`src/rtl/quant_lane_arbiter_if.sv`:
```
// quant_lane_arbiter_if: lane request side and quantized result side of the lane arbiter.
interface quant_lane_arbiter_if #(
    parameter int N_LANES   = 4,
    parameter int IN_WIDTH  = 32,
    parameter int OUT_WIDTH = 16,
    parameter int LANE_W    = $clog2(N_LANES)
);
    logic [N_LANES-1:0]          s_valid;
    logic [N_LANES*IN_WIDTH-1:0] s_data;
    logic [N_LANES-1:0]          s_ready;
    logic                        m_valid;
    logic [OUT_WIDTH-1:0]        m_data;
    logic [LANE_W-1:0]           m_lane;
    logic                        m_overflow;
    logic                        m_ready;

    modport master (
        input  s_valid, s_data, m_ready,
        output s_ready, m_valid, m_data, m_lane, m_overflow
    );

    modport slave (
        output s_valid, s_data, m_ready,
        input  s_ready, m_valid, m_data, m_lane, m_overflow
    );
endinterface

```
`src/rtl/quant_lane_arbiter.sv`:
```
// quant_lane_arbiter: round-robin share of one saturating Q18.14 -> Q2.14 quantizer across MAC lanes.
// Per-lane saturation counters are built only when QUANT_ARB_SAT_CNT_EN is defined.
module quant_lane_arbiter #(
    parameter int N_LANES   = 4,
    parameter int IN_WIDTH  = 32,
    parameter int OUT_WIDTH = 16,
    parameter int LANE_W    = $clog2(N_LANES)
) (
    input  logic                  clk,
    input  logic                  rst,
    quant_lane_arbiter_if.master  bus,
    output logic                  busy,
    input  logic                  cnt_clr,
    input  logic [LANE_W-1:0]     cnt_sel,
    output logic [15:0]           cnt_value
);
    localparam logic signed [IN_WIDTH-1:0] SAT_MAX = IN_WIDTH'((1 << (OUT_WIDTH-1)) - 1);
    localparam logic signed [IN_WIDTH-1:0] SAT_MIN = -SAT_MAX - 1;

    logic                        stall;
    logic [LANE_W-1:0]           ptr;
    logic [LANE_W-1:0]           gnt_lane;
    logic [LANE_W-1:0]           k;
    logic                        gnt_any;
    logic                        acc;
    logic [IN_WIDTH-1:0]         gnt_data;
    logic                        s1_valid;
    logic signed [IN_WIDTH-1:0]  s1_data;
    logic [LANE_W-1:0]           s1_lane;
    logic                        sat_hi;
    logic                        sat_lo;
    logic [OUT_WIDTH-1:0]        sat_data;

    assign stall = bus.m_valid && !bus.m_ready;

    // Descending scan so the lane closest above the pointer wins.
    always_comb begin
        gnt_lane = '0;
        gnt_any  = 1'b0;
        k        = '0;
        for (int i = N_LANES-1; i >= 0; i--) begin
            k = LANE_W'((int'(ptr) + i) % N_LANES);
            if (bus.s_valid[k]) begin
                gnt_lane = k;
                gnt_any  = 1'b1;
            end
        end
    end

    always_comb begin
        gnt_data = '0;
        for (int i = 0; i < N_LANES; i++)
            if (LANE_W'(i) == gnt_lane) gnt_data = bus.s_data[i*IN_WIDTH +: IN_WIDTH];
    end

    assign bus.s_ready = (gnt_any && !stall) ? (N_LANES'(1) << gnt_lane) : '0;
    assign acc         = |(bus.s_valid & bus.s_ready);

    assign sat_hi   = s1_data > SAT_MAX;
    assign sat_lo   = s1_data < SAT_MIN;
    assign sat_data = sat_hi ? {1'b0, {(OUT_WIDTH-1){1'b1}}} :
                      sat_lo ? {1'b1, {(OUT_WIDTH-1){1'b0}}} : s1_data[OUT_WIDTH-1:0];

    always_ff @(posedge clk or posedge rst) begin
        if (rst) begin
            ptr            <= '0;
            s1_valid       <= 1'b0;
            s1_data        <= '0;
            s1_lane        <= '0;
            bus.m_valid    <= 1'b0;
            bus.m_data     <= '0;
            bus.m_lane     <= '0;
            bus.m_overflow <= 1'b0;
        end else if (!stall) begin
            s1_valid    <= acc;
            bus.m_valid <= s1_valid;
            if (acc) begin
                s1_data <= gnt_data;
                s1_lane <= gnt_lane;
                ptr     <= (int'(gnt_lane) == N_LANES-1) ? '0 : gnt_lane + 1'b1;
            end
            if (s1_valid) begin
                bus.m_data     <= sat_data;
                bus.m_lane     <= s1_lane;
                bus.m_overflow <= sat_hi | sat_lo;
            end
        end
    end

    assign busy = s1_valid | bus.m_valid;

`ifdef QUANT_ARB_SAT_CNT_EN
    logic [15:0] sat_cnt [N_LANES];

    always_ff @(posedge clk or posedge rst) begin
        if (rst || cnt_clr)
            sat_cnt <= '{default: '0};
        else if (bus.m_valid && bus.m_ready && bus.m_overflow && sat_cnt[bus.m_lane] != 16'hFFFF)
            sat_cnt[bus.m_lane] <= sat_cnt[bus.m_lane] + 16'd1;
    end

    assign cnt_value = sat_cnt[cnt_sel];
`else
    logic unused_cnt;
    assign unused_cnt = ^{cnt_clr, cnt_sel};
    assign cnt_value  = '0;
`endif
endmodule

```
`src/flat_wrapper.sv`:
```
// flat-port wrapper written by rule: the top's interface ports become plain ports
module quant_lane_arbiter_flat 
#(
    parameter int N_LANES   = 4,
    parameter int IN_WIDTH  = 32,
    parameter int OUT_WIDTH = 16,
    parameter int LANE_W    = $clog2(N_LANES)
)
  (clk, rst, busy, cnt_clr, cnt_sel, cnt_value, bus_s_valid, bus_s_data, bus_m_ready, bus_s_ready, bus_m_valid, bus_m_data, bus_m_lane, bus_m_overflow);
  quant_lane_arbiter_if #(.N_LANES(N_LANES), .IN_WIDTH(IN_WIDTH), .OUT_WIDTH(OUT_WIDTH), .LANE_W(LANE_W)) bus_i ();
  input  logic clk;
  input  logic rst;
  output logic busy;
  input  logic cnt_clr;
  input  logic [LANE_W-1:0] cnt_sel;
  output logic [15:0] cnt_value;
  input wire logic [$bits(bus_i.s_valid)-1:0] bus_s_valid;
  input wire logic [$bits(bus_i.s_data)-1:0] bus_s_data;
  input wire logic [$bits(bus_i.m_ready)-1:0] bus_m_ready;
  output wire logic [$bits(bus_i.s_ready)-1:0] bus_s_ready;
  output wire logic [$bits(bus_i.m_valid)-1:0] bus_m_valid;
  output wire logic [$bits(bus_i.m_data)-1:0] bus_m_data;
  output wire logic [$bits(bus_i.m_lane)-1:0] bus_m_lane;
  output wire logic [$bits(bus_i.m_overflow)-1:0] bus_m_overflow;
  assign bus_i.s_valid = bus_s_valid;
  assign bus_i.s_data = bus_s_data;
  assign bus_i.m_ready = bus_m_ready;
  assign bus_s_ready = bus_i.s_ready;
  assign bus_m_valid = bus_i.m_valid;
  assign bus_m_data = bus_i.m_data;
  assign bus_m_lane = bus_i.m_lane;
  assign bus_m_overflow = bus_i.m_overflow;
  quant_lane_arbiter #(.N_LANES(N_LANES), .IN_WIDTH(IN_WIDTH), .OUT_WIDTH(OUT_WIDTH), .LANE_W(LANE_W)) u_core (.clk(clk), .rst(rst), .bus(bus_i), .busy(busy), .cnt_clr(cnt_clr), .cnt_sel(cnt_sel), .cnt_value(cnt_value));
endmodule
```
`config.mk`:
```
export PLATFORM = sky130hd
export DESIGN_NAME = quant_lane_arbiter_flat
export DESIGN_NICKNAME = d
export VERILOG_FILES = /design/src/rtl/quant_lane_arbiter_if.sv /design/src/rtl/quant_lane_arbiter.sv /design/src/flat_wrapper.sv
export SDC_FILE = /design/constraint.sdc
export NUM_CORES = 1
export LEC_CHECK = 0
export CAP_MARGIN = 10
export CORE_MARGIN = 10
export CORE_UTILIZATION = 40
export DETAILED_ROUTE_END_ITERATION = 12
export GPL_TIMING_DRIVEN = 0
export PLACE_DENSITY = 0.81
export RECOVER_POWER = 25
export SETUP_SLACK_MARGIN = 0.4
export SKIP_CTS_REPAIR_TIMING = 1
export SLEW_MARGIN = 20
export SYNTH_ARGS = -nofsm -noshare
export SYNTH_HDL_FRONTEND = slang
export SYNTH_SLANG_ARGS = --single-unit
```
`constraint.sdc`:
```
create_clock -name clk -period 2.9 [get_ports clk]
set_clock_uncertainty 0.05 [all_clocks]
set_input_delay 0.435 -clock clk [delete_from_list [all_inputs] [get_ports clk]]
set_output_delay 0.435 -clock clk [all_outputs]
set_load 0.05 [all_outputs]
```
==> results by stage <==
Status:
- The flow ran to the end, and the final reports show no timing, DRC or antenna violations.

Critical path:
- The endpoint of the most critical register-to-register path is u_core.ptr[1]$_DFFE_PP0P_.
- The reg-to-reg critical path startpoint is u_core.ptr[1]$_DFFE_PP0P_.
- On the worst path, the slowest cell contributes a delay of 0.45 ns.
- STA classifies the critical path startpoint as a flip-flop.
- For the worst setup path, the data arrival time is 2.84 ns.
- The critical path's slowest cell is sky130_fd_sc_hd__dfrtp_2.
- The most frequent cell on the critical path is sky130_fd_sc_hd__buf_4.
- The worst setup path is of the reg -> reg kind.
- The worst setup path is captured at a flip-flop.
- The number of cells on the worst reg-to-reg path is 10.
- Along the worst path, the maximum fanout reaches 7.
- The register-to-register setup slack is 0.23 ns.
- The critical path goes through nand2_1, a21oi_2, nor3_4, ha_2, buf_6, a22oi_1, a211oi_4, buf_4, buf_4, mux2_2.
- The endpoint required time on the critical path is 3.07 ns.

Timing:
- The clock period could shrink to 2.67 ns.
- Setup repair after global routing could not meet its margin everywhere.
- Setup slack on the critical path of the routed design comes to 0.233 ns.
- The portion of the clock cycle consumed by the worst path in the final layout is 92.0%.
- The remaining max-slew budget at the tightest pin is 23.6%.
- The number of pins exceeding their max-slew limit in the final report is 0.
- The slew at the pin closest to its max-slew limit is 1.14 ns.
- The maximum operating frequency is 375 MHz.
- The number of hold violations in the final report was 0.
- Setup violations remaining at the end of the flow were counted as 0.

Min path:
- The path category of the worst min-delay check is reg -> reg.
- Along the worst hold path, the cell count comes to 2.
- The startpoint identified for the worst hold timing path is u_core.bus.m_lane[0]$_DFFE_PP0P_.
- The path with the worst hold slack has its endpoint at u_core.bus.m_lane[0]$_DFFE_PP0P_.

Floorplan:
- Once the floorplan was initialized, standard cells occupied 41.6% of the core.
- The floorplan has 33 rows.
- The die outline area is 12700 um^2.
- The core area is 8300 um^2.
- Measured along the x axis, the die boundary spans 113 um.
- In this run the count of I/O pins placed on the die edge is 179.
- The overall die height is 113 um.

Drt:
- After the first detailed-routing iteration, the DRC count stood at 317.
- The routed layout has 3931 vias.
- After detailed routing, the average wire length per cell comes to 19.4 um.
- The first detailed-routing pass took 5 iterations.
- Once detail routing completed, the nets flagged for antenna violations numbered 0.
- The overall routed net length is 14100 um.
- For this run, design rule violations remaining after detail routing come to 0.
- After detailed routing, the number of vias per cell comes to 5.42.

Synthesis:
- The leading cell type by number of instances after synthesis is sky130_fd_sc_hd__a21oi_1.
- Sequential cells were found to cover 41.3% of the synthesized design area.
- Averaged over all synthesized cells, the footprint is 8.44 um^2.
- Counting flops with a built-in enable in the synthesized netlist gives 0.
- Of the post-synthesis cell area, the dominant cell type holds 41.3%.
- Counting instances in the post-synthesis netlist gives the leading cell types as sky130_fd_sc_hd__a21oi_1, sky130_fd_sc_hd__dfrtp_1, sky130_fd_sc_hd__nor2_1.
- Summing the areas of all fa, ha and maj instances in the mapped netlist gives 1.45% of the synthesized area.
- The xor/xnor cell area share of the yosys netlist is 0%.
- Summing the areas of all and, or, nand and nor instances in the mapped netlist gives 15.3% of the synthesized area.
- Of all cell types, the one taking the most synthesized area is sky130_fd_sc_hd__dfrtp_1.
- The Yosys step of the flow raised 0 warnings.
- By area, the combinational part of the netlist is dominated by compound AO/OA/AOI/OAI gates.
- Summing every instance area after synthesis gives 3450 um^2.
- Summing the areas of all compound-gate instances in the mapped netlist gives 28.2% of the synthesized area.
- Synthesis handed over a netlist of 409 instances.
- In the synthesized netlist the async set-or-reset flop fraction comes to 100%.
- The flip-flop and latch count after synthesis is 57.
- The synthesized netlist contains 37 unique library cells.
- The prevailing post-synth register cell is sky130_fd_sc_hd__dfrtp_1.
- By area the synthesized netlist is led by sky130_fd_sc_hd__dfrtp_1, sky130_fd_sc_hd__a21oi_1, sky130_fd_sc_hd__a221o_1.
- The multiplexer share of the synthesized area is 1.23%.

Power and ir drop:
- In this run the static leakage power is 2.58 nW.
- The post-route total power is 6.28 mW.
- Dividing total power by cell area gives a power density of 1060 nW/um^2.
- The maximum vdd ir drop is 0.412 mV.

Placed design:
- The pre-CTS setup slack is -1.33 ns.
- During placement, the flow inserted port buffers numbering 159.
- The post-DP HPWL is 10300 um.
- The weighted congestion at the end of routability-driven global placement is 0.856.

Clock tree:
- The H-tree generated during clock tree synthesis spans 3 levels.
- The later-pin clock latency in the skew report is 0.34 ns.
- The CTS buffer count is 9.
- Clock tree synthesis found a total of 57 sinks.
- The clock transition time at the flip-flop clock pins of the worst setup and hold paths is 0.07 ns.
- The CTS root buffer is sky130_fd_sc_hd__clkbuf_8.
- Counting along the longest clock path gives a buffer depth of 2.
- TritonCTS built the clock tree.

Cells and area:
- The area growth from synthesis to layout is 71.2%.
- The share of layout cells above drive strength 1 is 19.1%.
- The net count of the finished layout is 756.

Job:
- Across the run, the number of max-cap violations was 0.

Global route:
- The via count of the first global-routing pass is 4082.
- The first global-routing pass estimated 20600 um of wire.
- Global routing used 19.9% of the available tracks.
- The largest net degree at the start of global routing is 58.
- The total overflow reported by the global router is 0.
- The number of antenna violations at the first check in global routing is 0.
==> final cells by class <==
class	instances	area, um^2
Fill cell	622	2390
Multi-Input combinational cell	278	1830
Timing Repair Buffer	179	1760
Sequential cell	57	1430
Buffer	52	404
Clock buffer	12	165
Inverter	37	139
Tap cell	105	131
Clock inverter	4	50.0
Antenna cell	1	2.50
==> placed cells by master, fill, tap and decap left out, types with 3 or more instances in the layout <==
cell and count:
sky130_fd_sc_hd__clkbuf_4 3, sky130_fd_sc_hd__a22oi_2 19, sky130_fd_sc_hd__a21oi_1 66, sky130_fd_sc_hd__clkdlybuf4s50_1 149, sky130_fd_sc_hd__inv_2 3, sky130_fd_sc_hd__a221o_1 32, sky130_fd_sc_hd__buf_4 41, sky130_fd_sc_hd__nand4_1 4
sky130_fd_sc_hd__dlymetal6s2s_1 4, sky130_fd_sc_hd__dfrtp_1 56, sky130_fd_sc_hd__nand2_1 8, sky130_fd_sc_hd__buf_6 4, sky130_fd_sc_hd__clkbuf_1 14, sky130_fd_sc_hd__nor3_1 30, sky130_fd_sc_hd__buf_8 7, sky130_fd_sc_hd__nor4_1 5
sky130_fd_sc_hd__inv_1 34, sky130_fd_sc_hd__a22oi_1 15, sky130_fd_sc_hd__nor2_1 50, sky130_fd_sc_hd__clkbuf_8 13, sky130_fd_sc_hd__conb_1 16
==> flip-flops by register name, indices dropped and copies added, names as in the netlist <==
register and cells:
u_core.s1_data 32, u_core.bus.m_data 16, u_core.bus.m_lane 2, u_core.ptr 2
u_core.s1_lane 2, u_core.bus.m_overflow 1, u_core.bus.m_valid 1, u_core.s1_valid 1
==> layer usage <==
layer / track usage (%) / vias up / share of wire, % / wire (um)
li1: - / 1853 / - / -
met1: 21.9 / 1864 / 37 / 5160
met2: 34.4 / 177 / 52 / 7380
met3: 7.55 / 37 / 7.3 / 1020
met4: 6.77 / 0 / 3.5 / 495
met5: 0 / - / 0 / 0
==> logic make-up (layout without fill, tap and decap cells) <==
| kind of cell | Yosys count | count (layout) |
|---|---|---|
| compound gates | 141 | 141 |
| simple gates | 113 | 113 |
| buf+inv | 89 | 284 |
| flops | 57 | 57 |
| fa+ha+maj | 4 | 4 |
| mux | 4 | 4 |
| other cells | 1 | 17 |
==> worst max-delay path: cells and delay by family, from the launching register on <==
family | cells | cell delay [ns]
compound gates | 3 | 0.57
fa+ha+maj | 1 | 0.26
flops | 1 | 0.45
mux | 1 | 0.32
simple gates | 2 | 0.48
buf+inv | 3 | 0.42
==> worst max-delay path by stage <==
stage	start	end	slack, ns	cells past startpoint
global route	u_core.ptr[1]$_DFFE_PP0P_	u_core.ptr[1]$_DFFE_PP0P_	0.19	10
finish	u_core.ptr[1]$_DFFE_PP0P_	u_core.ptr[1]$_DFFE_PP0P_	0.23	10
floorplan	u_core.ptr[1]$_DFFE_PP0P_	bus_s_ready[3]	0.43	7
global placement	bus_s_valid[0]	bus_s_ready[3]	-1.29	9
CTS	bus_s_valid[2]	bus_s_ready[3]	-1.30	9
detailed placement	bus_s_valid[0]	bus_s_ready[3]	-1.33	9
==> stage by stage <==
step	hold slack (ns)	std cells	instance area [um^2]	TNS, ns	utilization, %
floorplan	0.385	424	3520	0	-
global placement	0.419	688	5240	-21.02	63.2
detailed placement	0.423	688	5250	-22.70	63.2
CTS	0.439	704	5460	-10.54	65.8
global route	0.490	724	5910	0	71.2
finish	0.438	725	5910	0	71.2
==> power breakdown <==
part           total, mW  leakage [nW]  internal, mW  switching (mW)
Clock              0.785         0.105         0.465           0.320
Sequential          1.53         0.656          1.23           0.299
Combinational       3.97          1.82          1.69            2.28
(Power assumes the default switching activity.)
